--- src/rtl/div_serial_arbiter.sv ---
// Round-robin front end sharing one div_serial core between N_REQ
// requesters; divide-by-zero is answered locally without the core.
module div_serial_arbiter #(
   parameter int DATA_W = 32,
   parameter int N_REQ  = 4,
   parameter int ID_W   = 2
) (
   input  logic                    clk,
   input  logic                    rst,
   input  logic [N_REQ-1:0]        req_valid,
   output logic [N_REQ-1:0]        req_ready,
   input  logic [N_REQ-1:0]        req_sign,
   input  logic [N_REQ*DATA_W-1:0] req_dividend,
   input  logic [N_REQ*DATA_W-1:0] req_divisor,
   output logic [N_REQ-1:0]        rsp_valid,
   input  logic [N_REQ-1:0]        rsp_ready,
   output logic [DATA_W-1:0]       rsp_quotient,
   output logic [DATA_W-1:0]       rsp_remainder,
   output logic [ID_W-1:0]         grant_id,
   output logic                    busy,
   output logic                    div_start,
   input  logic                    div_done,
   output logic                    div_sign,
   output logic [DATA_W-1:0]       div_dividend,
   output logic [DATA_W-1:0]       div_divisor,
   input  logic [DATA_W-1:0]       div_quotient,
   input  logic [DATA_W-1:0]       div_remainder
);

   typedef enum logic [2:0] {
      IDLE,
      START,
      WAIT_LO,
      WAIT_HI,
      ZERO,
      RESP
   } state_t;

   state_t state;
   state_t state_nxt;

   logic [ID_W-1:0]   last_grant;
   logic [ID_W-1:0]   win_id;
   logic              win_vld;
   logic              take;
   logic [DATA_W-1:0] sel_dividend;
   logic [DATA_W-1:0] sel_divisor;

   // Scan starts just after the last served requester and wraps.
   always_comb begin : arb
      int idx;
      win_vld = 1'b0;
      win_id  = '0;
      idx     = 0;
      for (int i = 1; i <= N_REQ; i++) begin
         idx = int'(last_grant) + i;
         if (idx >= N_REQ) begin
            idx = idx - N_REQ;
         end
         if (!win_vld && req_valid[ID_W'(idx)]) begin
            win_vld = 1'b1;
            win_id  = ID_W'(idx);
         end
      end
   end

   assign take         = (state == IDLE) && div_done && win_vld;
   assign sel_dividend = req_dividend[int'(win_id)*DATA_W +: DATA_W];
   assign sel_divisor  = req_divisor[int'(win_id)*DATA_W +: DATA_W];

   always_ff @(posedge clk or posedge rst) begin
      if (rst) begin
         state <= IDLE;
      end else begin
         state <= state_nxt;
      end
   end

   always_comb begin
      state_nxt = state;
      unique case (state)
         IDLE: begin
            if (take) begin
               state_nxt = (sel_divisor == '0) ? ZERO : START;
            end
         end
         START:   state_nxt = WAIT_LO;
         WAIT_LO: if (!div_done) state_nxt = WAIT_HI;
         WAIT_HI: if (div_done) state_nxt = RESP;
         ZERO:    state_nxt = RESP;
         RESP:    if (rsp_ready[grant_id]) state_nxt = IDLE;
         default: state_nxt = IDLE;
      endcase
   end

   always_comb begin
      req_ready = '0;
      rsp_valid = '0;
      div_start = (state == START);
      busy      = (state != IDLE);
      if (take) begin
         req_ready[win_id] = 1'b1;
      end
      if (state == RESP) begin
         rsp_valid[grant_id] = 1'b1;
      end
   end

   always_ff @(posedge clk or posedge rst) begin
      if (rst) begin
         last_grant    <= ID_W'(N_REQ - 1);
         grant_id      <= '0;
         div_sign      <= 1'b0;
         div_dividend  <= '0;
         div_divisor   <= '0;
         rsp_quotient  <= '0;
         rsp_remainder <= '0;
      end else begin
         if (take) begin
            grant_id     <= win_id;
            div_sign     <= req_sign[win_id];
            div_dividend <= sel_dividend;
            div_divisor  <= sel_divisor;
         end
         // x/0 follows the RISC-V result: all ones, remainder = dividend.
         if (state == ZERO) begin
            rsp_quotient  <= '1;
            rsp_remainder <= div_dividend;
         end
         if (state == WAIT_HI && div_done) begin
            rsp_quotient  <= div_quotient;
            rsp_remainder <= div_remainder;
         end
         if (state == RESP && rsp_ready[grant_id]) begin
            last_grant <= grant_id;
         end
      end
   end

endmodule

--- config.mk ---
export PLATFORM = sky130hd
export DESIGN_NAME = div_serial_arbiter
export DESIGN_NICKNAME = d
export VERILOG_FILES = /design/src/rtl/div_serial_arbiter.sv
export SDC_FILE = /design/constraint.sdc
export NUM_CORES = 1
export LEC_CHECK = 0
export BUFFER_PORTS_ARGS = -buffer_cell sky130_fd_sc_hd__buf_4
export CORE_AREA = 3 3 185 187
export DETAILED_ROUTE_END_ITERATION = 12
export DIE_AREA = 0 0 188 190
export HOLD_SLACK_MARGIN = 0.03
export SYNTH_ARGS = -nofsm -noshare
export SYNTH_HDL_FRONTEND = slang
export SYNTH_SLANG_ARGS = --single-unit
export TNS_END_PERCENT = 100
--- constraint.sdc ---
create_clock -name clk -period 6.4 [get_ports clk]
set_input_delay 0.64 -clock clk [delete_from_list [all_inputs] [get_ports clk]]
set_output_delay 0.64 -clock clk [all_outputs]
set_load 0.03 [all_outputs]
==> impl_metrics.py <==
metrics = {
    "global_route": {
        "grt_pass1_wl_um": 57400,
        "grt_antenna_before_repair": 0,
        "grt_pass1_vias": 9255,
        "grt_overflow": 0,
        "grt_use_total": 0.208,
        "grt_max_degree": 76,
    },
    "final_layout": {
        "antenna_cells": 0,
        "multi_input_area_sq_mm": 0.00409,
        "area_growth_pct": 54.4,
        "layout-drive-gt1-share": 0.373,
        "nFillCells": 3385,
        "final_nets": 1778,
        "register_area_sq_mm": 0.00341,
        "fin_util": 0.386,
    },
    "sta": {
        "setup_viol": 0,
        "tightestPinTransition_ns": 1.30,
        "fin_setup_tns_ns": 0,
        "finClkSkew_ns": 0.0175,
        "fin_crit_sh": 0.660,
        "rsz0062_at_grt": "false",
        "hold_viol": 0,
        "max-slew-margin-rel": 0.132,
        "max_clock_freq_ghz": 0.237,
        "layout_setup_ws_ns": 2.18,
        "maxSlewViolCount": 0,
        "min_period_ns": 4.22,
    },
    "clock_network": {
        "htreeDepth": 4,
        "cts_hold_buf": 0,
        "cts_resized": 0,
        "cts_setup_buffers": 0,
        "path_clk_slew_ns": 0.06,
        "cts_sinks": 136,
        "cts_made_buffers": 17,
        "clock_path_buffers": 2,
        "tritoncts": "yes",
        "insertion_delay_ns": 0.41,
        "cts_root_buffer": "clkbuf_16",
    },
    "pwr": {
        "switching_share": 0.494,
        "power.switching_mw": 2.94,
        "seqPwrFrac": 0.264,
        "power_frac_clock": 0.165,
        "vdd_drop_max_mv": 0.197,
        "p_per_area_mw_per_mm2": 473,
        "power_frac_comb": 0.572,
        "p_int_mw": 3.01,
        "p_leak_nw": 6.29,
    },
    "detailed_routing": {
        "drcViolationCount": 0,
        "vias": 9476,
        "viasPerCell": 5.00,
        "drtIter0Drc": 563,
        "wire_per_inst_um": 20.6,
        "drtAntennaViolNets": 0,
        "routed_wl_um": 39100,
        "dr.pass1.iters": 5,
    },
    "synth": {
        "async_flop_share": 1.00,
        "yosysSeqAreaShare": 0.418,
        "synth-edff-count": 0,
        "synth_fp_nets": 1370,
        "synth-seq-cells": 136,
        "yosysWarnings": 0,
        "ys.flop_type": "dfrtp_1",
        "syn-instance-count": 1035,
        "synth_area_sq_mm": 0.00816,
        "synthTopCellsByArea": "dfrtp_1 (41%), nand2_1 (15%), o311ai_0 (6.9%)",
        "synth_cell_type_count": 42,
        "synth_top_area_share": 0.411,
        "avgSynthCellArea_sq_um": 7.88,
        "yosys.area.top_type": "dfrtp_1",
    },
    "die": {
        "dieArea_sq_mm": 0.0357,
        "io_pins": 476,
        "die_width_um": 188,
        "coreArea_sq_mm": 0.0326,
        "initial_core_util": 0.250,
        "dieHeight_um": 190,
        "rows": 66,
    },
    "worst_setup_path": {
        "crit_fanout": 66,
        "worstPathArrival_ns": 3.58,
        "crit_start": "last_grant[1]",
        "cp_data_required_time_ns": 5.76,
        "cp-end-kind": "primary output",
        "reg2reg_from": "last_grant[1]",
        "crit_path_start_kind": "flop",
        "criticalPathCategory": "flop to primary output",
    },
    "placed_design": {
        "dp_slack_ns": 2.34,
        "port_buffers": 475,
        "dp_hpwl_um": 29900,
        "gp_congestion": 0.930,
    },
    "job": {
        "cap_violations": 0,
    },
    "outcome": {
        "outcome": "complete, no violations",
    },
    "worst_hold_path": {
        "hp-class": "primary input to async pin",
    },
}
## layer usage
metal / share of wire / vias up / wire length (um) / GRT usage
li1: - / 4517 / - / -
met1: 0.42 / 4498 / 16300 / 0.266
met2: 0.49 / 424 / 19300 / 0.353
met3: 0.066 / 37 / 2570 / 0.0429
met4: 0.024 / 0 / 934 / 0.0629
met5: 0 / - / 0 / 0
## worst paths after layout
check                           slack (ns)           endpoint  depth (start not counted)
worst max register to register        2.33           state[0]                          8
worst min register to register        0.47  rsp_remainder[16]                          2
min in group clk                      0.45  rsp_remainder[17]                          3
worst min-delay path                  0.32   rsp_quotient[20]                          2
worst max-delay path                  2.18       req_ready[1]                          6
max in group asynchronous             4.73     div_divisor[7]                          3
## synth_stat cells, types with 7 or more instances
| cell type | count |
|---|---|
| o311ai_0 | 64 |
| o21ai_0 | 63 |
| inv_1 | 70 |
| a22oi_1 | 48 |
| clkbuf_1 | 71 |
| nand3_1 | 66 |
| buf_2 | 20 |
| o22a_1 | 32 |
| o21ai_1 | 7 |
| nor3_1 | 7 |
| nand2_1 | 333 |
| dfrtp_1 | 134 |
| o2111ai_1 | 32 |
| o221ai_1 | 32 |
## through the flow
stage | hold slack, ns | total power, mW | area (sq um) | cells
5_1_grt | 0.356 | 6.34 | 12600 | 1897
3_5_place_dp | 0.464 | 5.01 | 12000 | 1866
2_1_floorplan | 0.572 | 3.60 | 8160 | 1035
6_report | 0.322 | 5.95 | 12600 | 1897
4_1_cts | 0.351 | 6.02 | 12600 | 1897
3_3_place_gp | 0.459 | 4.97 | 12000 | 1866
## worst max-delay path, stage by stage (launching register included)
cell and delay, ns:
dfstp_2 0.64, and3b_2 0.21, buf_4 0.47, o31a_2 1.09
buf_4 0.43, nor3_1 0.10, buf_4 0.20
## kinds of logic after synthesis
logic type             after synthesis  share of synthesized area
AND/OR/NAND/NOR                    432                      0.218
AO/OA/AOI/OAI                      290                      0.270
buffers and inverters              173                     0.0873
flip-flops                         136                      0.418
multiplexers                         4                    0.00675
## layout by cell type (no fill, tap or decap), types with 2 or more instances in the layout
cell type,Yosys,final
inv_1,70,69
clkinv_4,0,2
clkinvlp_4,0,3
and3_1,2,2
a21oi_1,3,3
buf_4,2,492
mux2_2,2,2
nor3_1,7,7
o2111ai_1,32,32
o21ai_0,63,63
clkbuf_16,0,17
bufinv_16,0,2
o22a_1,32,32
nor2_2,0,2
nor2_1,5,3
dfstp_2,2,2
o21ai_1,7,5
o221ai_1,32,32
a22oi_1,48,48
nand4_1,4,4
o311ai_0,64,64
dfrtp_1,134,134
clkinv_2,0,2
nand3_1,66,66
or2_2,3,2
nand2_1,333,333
nor2b_4,0,2
inv_6,0,4
nand3b_1,2,2
o21a_1,2,2
nor3b_1,2,2
## power groups by stage
stage	Clock, mW	Combinational (mW)	Sequential [mW]
2_1_floorplan	0	1.36	2.24
3_3_place_gp	0	3.39	1.57
3_5_place_dp	0	3.43	1.58
4_1_cts	1.01	3.44	1.57
5_1_grt	1.04	3.67	1.63
6_report	0.981	3.40	1.57
## state kept, by name, summed over array words and instances, names as in the netlist
name and count:
div_dividend 32, div_divisor 32, rsp_quotient 32, rsp_remainder 32, state 3, grant_id 2, last_grant 2, div_sign 1
## cell type report
| cell class | instances | share of cell area |
|---|---|---|
| well taps | 442 | 0.0439 |
| clock inverters | 13 | 0.0117 |
| repair buffers | 492 | 0.293 |
| multi-input cells | 726 | 0.325 |
| clock buffers | 18 | 0.0341 |
| flip-flops and latches | 136 | 0.270 |
| inverters | 70 | 0.0213 |
Note: power is estimated with default switching activity, not from simulation.
